==> src/rtl/debouncer_pkg.sv <==
// Shared constants and the glitch-window helper for the push-button debouncer.
package debouncer_pkg;

    localparam logic KEY_PRESSED  = 1'b0;
    localparam logic KEY_RELEASED = 1'b1;

    // Stable-time window in clock cycles, rounded up, never below one cycle.
    function automatic int unsigned glitch_cycles(input int unsigned freq_mhz,
                                                  input int unsigned time_ns);
        int unsigned c;
        c = (freq_mhz * time_ns + 32'd999) / 32'd1000;
        return (c == 0) ? 32'd1 : c;
    endfunction

endpackage

==> src/rtl/sync_2ff.sv <==
// Purpose: two-flop synchronizer for one asynchronous level.
// Latency: 2 cycles. Backpressure: none, free-running.
module sync_2ff #(
    parameter logic RESET_VAL = 1'b1
) (
    input  logic clk_i,
    input  logic rst_i,
    input  logic d_i,
    output logic q_o
);

    logic sync0;

    always_ff @(posedge clk_i or posedge rst_i) begin
        if (rst_i) begin
            sync0 <= RESET_VAL;
            q_o   <= RESET_VAL;
        end else begin
            sync0 <= d_i;
            q_o   <= sync0;
        end
    end

endmodule

==> src/rtl/debouncer.sv <==
// Purpose: debounce an active-low button, one-cycle strobe per accepted press
// (DEBOUNCER_RELEASE_STB_EN adds a release strobe). Latency: GLITCH_CYCLES+2 edges.
// Backpressure: none; strobes are fire-and-forget.
module debouncer
    import debouncer_pkg::*;
#(
    parameter int unsigned CLK_FREQ_MHZ   = 150,
    parameter int unsigned GLITCH_TIME_NS = 100
) (
    input  logic clk_i,
    input  logic rst_i,
    input  logic key_i,
    output logic key_pressed_stb_o
`ifdef DEBOUNCER_RELEASE_STB_EN
    ,
    output logic key_released_stb_o
`endif
);

    localparam int unsigned GLITCH_CYCLES = glitch_cycles(CLK_FREQ_MHZ, GLITCH_TIME_NS);
    localparam int          CNT_W         = $clog2(GLITCH_CYCLES + 1);
    localparam logic [CNT_W-1:0] CNT_LAST = CNT_W'(GLITCH_CYCLES - 1);

    logic             key_s;
    logic             key_state;
    logic [CNT_W-1:0] cnt;
    logic             accept;

    sync_2ff #(
        .RESET_VAL (KEY_RELEASED)
    ) u_sync (
        .clk_i (clk_i),
        .rst_i (rst_i),
        .d_i   (key_i),
        .q_o   (key_s)
    );

    // The new level has differed from the accepted one for the whole window.
    assign accept = (key_s != key_state) && (cnt == CNT_LAST);

    always_ff @(posedge clk_i or posedge rst_i) begin
        if (rst_i) begin
            key_state         <= KEY_RELEASED;
            cnt               <= '0;
            key_pressed_stb_o <= 1'b0;
        end else begin
            key_pressed_stb_o <= accept && (key_state == KEY_RELEASED);
            if (key_s == key_state) begin
                cnt <= '0;
            end else if (accept) begin
                key_state <= key_s;
                cnt       <= '0;
            end else begin
                cnt <= cnt + 1'b1;
            end
        end
    end

`ifdef DEBOUNCER_RELEASE_STB_EN
    always_ff @(posedge clk_i or posedge rst_i) begin
        if (rst_i) begin
            key_released_stb_o <= 1'b0;
        end else begin
            key_released_stb_o <= accept && (key_state == KEY_PRESSED);
        end
    end
`endif

endmodule

==> config.mk <==
export PLATFORM = sky130hd
export DESIGN_NAME = debouncer
export DESIGN_NICKNAME = d
export VERILOG_FILES = /design/src/rtl/debouncer_pkg.sv /design/src/rtl/sync_2ff.sv /design/src/rtl/debouncer.sv
export SDC_FILE = /design/constraint.sdc
export NUM_CORES = 1
export LEC_CHECK = 0
export ABC_AREA = 1
export BUFFER_PORTS_ARGS = -buffer_cell sky130_fd_sc_hd__buf_2
export CAP_MARGIN = 40
export CORE_AREA = 2 2 39 41
export DETAILED_ROUTE_END_ITERATION = 7
export DIE_AREA = 0 0 41 43
export HOLD_SLACK_MARGIN = 0.1
export PLACE_DENSITY_LB_ADDON = 0.15
export SYNTH_ARGS = -nofsm -noshare
export SYNTH_HDL_FRONTEND = slang
export SYNTH_SLANG_ARGS = --single-unit
==> constraint.sdc <==
create_clock -name clk_i -period 1.2 [get_ports clk_i]
set_input_delay 0.24 -clock clk_i [delete_from_list [all_inputs] [get_ports clk_i]]
set_output_delay 0.24 -clock clk_i [all_outputs]
set_load 0.01 [all_outputs]
* Word level (Yosys, flattened, before mapping)
Cells that the tools add are included.
** Word-level totals
- Register bits :: 8
- Output and inout bits :: 1
** Cells by class
- Add/sub/neg operators :: 1
- Equal/unequal tests :: 3
- Multiplexer cells :: 2
- Bitwise gates (word level) :: 1
- Reduce and logical (&&, ||, !) cells :: 3
** Operators by type and width (number)
- 2-to-1 mux 4 bit :: 2
- adder 4 x 1 -> 4 bit, second input constant :: 1
- == test 4 bit, second input constant :: 1
- logical AND 1 bit :: 2
- AND reduction 2 bit :: 1
- == test 1 bit :: 1
- != test 1 bit :: 1
- NOT 1 bit :: 1

* Longest topological paths before layout
- Word-level depth :: 4
- Depth in mapped cells :: 5
- Depth with buffers taken out :: 5

* Modules after synthesis
Synthesis repeated with hierarchy kept, for this count alone.
** Unflattened totals
- Cell total of the unflattened synthesis :: 33
- Area total of the unflattened synthesis :: 336.6 um^2
** By module, submodules not included
- debouncer :: times used 1, cells an instance 30, area an instance 280.3 um^2, sequential area each 151.4 um^2
- sync_2ff :: times used 1, cells an instance 3, area an instance 56.3 um^2, sequential area each 52.6 um^2

* Worst setup path before layout
No wires, ideal clock.
- Kind :: reg-to-reg
- Start point :: reg cnt[0]
- End point :: reg cnt[3]
- Library setup time :: 117 ps
- Arrival time :: 845 ps
- Required time :: 1083 ps
- Path slack :: 239 ps
- Cell stages (with the launch flop) :: 6
- Buffers on the path :: 0
- Clock period less this slack :: 961 ps
- Cells stage by stage :: dfrtp_1 inv_1 ha_1 nand3_2 nand2_2 nor2_1
** On the way
- Cells in the longest elaborated chain, start to end :: 4
- Elaborated cells between the ends (all ways) :: 5
- Classes of those cells :: add/sub (1); eq/ne (1); mux (2); reduce/logical (1)
** RTL lines
- start: declaration :: line debouncer.sv:26 : logic [CNT_W-1:0] cnt;
- start signal: assignment :: line debouncer.sv:54 : cnt <= cnt + 1'b1;
- parallel branches: the longest is 2 deep, another holds adder 4 x 1 -> 4 bit
- 2-to-1 mux 4 bit * :: line debouncer.sv:50 : end else if (accept) begin
- 2-to-1 mux 4 bit * :: line debouncer.sv:48 : if (key_s == key_state) begin
Every way passes the cells marked *.
A chain may end at the register's enable or synchronous reset.

* Final worst setup path
- Start point :: reg cnt[0]
- End point :: reg cnt[0]
The elaborated chain is that of the path after synthesis.

==> reports/qor.txt <==
========================================================================================
Outcome                                                                        completed
Number of detailed-route iterations in the first pass                                  2
Worst-skew pair later-pin latency                                                0.26 ns
CP startpoint kind                                                             flip-flop
Initial standard-cell utilization of the core                                      23.9%
Net count reported at finish                                                          47
Maximum ir drop on the vdd rail                                               0.000860 V
Net count of the mapped netlist                                                       37
Min cycle time layout                                                            1.06 ns
Port bufs                                                                              3
Final setup skew                                                               0.0166 ns
Area of the mapped netlist                                                     330 sq um
# IOs                                                                                  4
GRT Residual Overflow                                                                  0
Accumulated negative setup slack                                                    0 ns
Number of violations reported at the end of detailed-routing iteration 0               3
Worst path required time                                                         1.33 ns
Cell at the root of the clock tree                                          sky130_fd_sc_hd__clkbuf_4
Count of final max-slew check failures                                                 0
P_leak                                                                          0.199 nW
PwrDens                                                                     1340 nW/um^2
Count of yosys warnings during synthesis                                               0
Worst setup endpoint                                                        cnt[0]$_DFF_PP0_
DR vias                                                                              224
Final estimated routing congestion in global placement                             0.802
Gate count after technology mapping                                                   32
Achievable clock frequency                                                     0.947 GHz
Most utilized layer in the global route result                                      met3
Crit Path Category                                                            reg -> reg
Ant diodes                                                                             0
Die H                                                                              43 um
Endpoint of the worst-slack reg-to-reg timing path                          cnt[0]$_DFF_PP0_
Placeable Area                                                                1380 sq um
Buffer depth of the longest clock path                                                 2
Worst r2r path cells                                                                   5
Wire length of the first global-routing pass                                      834 um
Total clock buffers created by CTS                                                     3
Final setup violation count                                                            0
Fin cells                                                                             57
Count of max-cap constraint violations                                                 0
WL final                                                                          503 um
Number of setup buffers added after CTS                                                0
Beginning of the critical path                                              cnt[0]$_DFF_PP0_
CTS sink cnt                                                                           8
HPWL after DPL                                                                    350 um
Data arrival, critical path                                                      1.19 ns
Pin count of the biggest net entering global routing                                   9
Netlist cell types                                                                    12
Clock tree from TritonCTS                                                            yes
Syn_area_per_cell                                                             10.3 sq um
Setup slack of the critical path after layout                                   0.144 ns
Overall die area                                                              1760 sq um
Share of cells above drive strength 1                                              26.8%
Tightest Pin Transition                                                         0.294 ns
Remaining number of nets flagged by the antenna check after routing                    0
Launch point of the worst reg-to-reg path                                   cnt[0]$_DFF_PP0_
Register-to-Register Setup Slack                                                 0.14 ns
Global-route usage over all layers                                                 7.82%
Normalized max-slew margin                                                         80.4%
RSZ-0062 raised after global routing                                               false
Met1 capacity usage during global routing                                          9.00%
Vias in the first global route                                                       211
Endpoint kind of the worst setup timing path                                   flip-flop
#FFs+latches synth                                                                     8
Pre-CTS setup slack                                                             0.141 ns
Highest fanout seen on the critical path                                               5
Area grow syn2layout                                                               24.6%
Count of unresolved DRC violations after routing                                       0
Portion of the post-synthesis area used by sequential elements                     61.7%
Classification of the worst-slack hold path                                   reg -> reg
Portion of the clock cycle consumed by the worst path in the final layout          88.0%
Die width                                                                          41 um
Antenna violations before repair                                                       0
Most common library cell in the layout ignoring fill and taps               sky130_fd_sc_hd__nand2_1
CTS H-Tree Depth                                                                       1
Number of vias per cell after detailed routing                                      3.93
Standard-cell rows                                                                    14
Avg WL per Cell                                                                  8.82 um
Met2 track demand over resource                                                    9.06%
Most used cells in the layout excluding fill and tap cells                  6 x sky130_fd_sc_hd__nand2_1, 5 x sky130_fd_sc_hd__inv_1, 5 x sky130_fd_sc_hd__nor2_1, 5 x sky130_fd_sc_hd__dfrtp_1
Final Hold Vio Count                                                                   0
Clock slew at reported path FFs                                                  0.05 ns
Instance count after placement with tap cells included                                51
Met3 usage in global routing                                                       9.42%
========================================================================================
stage by stage:
step	power, W	cell area [sq um]	util (%)	hold slack [ns]
after global placement	0.000329	365	26.4	0.191
final	0.000550	412	29.7	0.356
after floorplan	0.000320	330	-	0.0535
after CTS	0.000564	412	29.7	0.359
after detailed placement	0.000330	365	26.4	0.195
after global routing	0.000584	412	29.7	0.362
cell usage after synthesis:
library cell,instances,area [sq um]
sky130_fd_sc_hd__o21ai_1,1,5.00
sky130_fd_sc_hd__dfstp_2,3,78.8
sky130_fd_sc_hd__nand4_1,1,6.26
sky130_fd_sc_hd__ha_1,2,25.0
sky130_fd_sc_hd__nand3_1,1,5.00
sky130_fd_sc_hd__xnor2_1,1,8.76
sky130_fd_sc_hd__nand2_2,1,6.26
sky130_fd_sc_hd__nand2_1,6,22.5
sky130_fd_sc_hd__nor2_1,5,18.8
sky130_fd_sc_hd__nand3_2,1,10.0
sky130_fd_sc_hd__dfrtp_1,5,125
sky130_fd_sc_hd__inv_1,5,18.8
worst min path at each step:
| stage | from | endpoint | slack, ns | cells past startpoint |
|---|---|---|---|---|
| after floorplan | rst_i | cnt[0]$_DFF_PP0_ | 0.05 | 1 |
| after global placement | rst_i | cnt[0]$_DFF_PP0_ | 0.19 | 2 |
| after detailed placement | rst_i | key_pressed_stb_o$_DFF_PP0_ | 0.19 | 2 |
| after CTS | u_sync.sync0$_DFF_PP1_ | u_sync.q_o$_DFF_PP1_ | 0.36 | 0 |
| after global routing | u_sync.sync0$_DFF_PP1_ | u_sync.q_o$_DFF_PP1_ | 0.36 | 0 |
| final | u_sync.sync0$_DFF_PP1_ | u_sync.q_o$_DFF_PP1_ | 0.36 | 0 |
critical path, cell delays in order, from the launching register on:
cell and delay, ns:
sky130_fd_sc_hd__dfrtp_1 0.42, sky130_fd_sc_hd__inv_1 0.07, sky130_fd_sc_hd__ha_1 0.16, sky130_fd_sc_hd__nand3_2 0.12, sky130_fd_sc_hd__nand2_2 0.13, sky130_fd_sc_hd__nor2_1 0.05
layout make-up:
type                            instances  area [sq um]
Clock buffer                            4          26.3
Fill cell                             146           972
Inverter                                5          18.8
Multi-Input combinational cell         19           108
Sequential cell                         8           204
Tap cell                               16          20.0
Timing Repair Buffer                    5          35.0
timing repair:
action	CTS	global route
hold endpoints to repair	6	0
resized for setup	0	0
hold buffers	2	0
sequential cells by signal, summed over array words and instances (netlist names):
| name | count |
|---|---|
| key_state | 1 |
| key_pressed_stb_o | 1 |
| u_sync.q_o | 1 |
| u_sync.sync0 | 1 |
| cnt | 4 |
power by group:
| group | internal (W) | switching (W) | leakage, nW |
|---|---|---|---|
| Sequential | 0.000285 | 0.0000114 | 0.0986 |
| Clock | 0.000127 | 0.0000935 | 0.0150 |
| Combinational | 0.0000162 | 0.0000173 | 0.0855 |
| Total | 0.000428 | 0.000122 | 0.199 |
layer usage:
metal	wire [um]	share of wire, %
met1	217	43
met2	235	47
met3	50	9.9
met4	0	0
met5	0	0
cells by family after synthesis:
logic type	count (synthesis)	share of synthesized area [%]
simple gates	15	20.8
flops	8	61.7
buf+inv	5	5.68
fa+ha+maj	2	7.57
compound gates	1	1.51
xor+xnor	1	2.65
(Power assumes the default switching activity.)
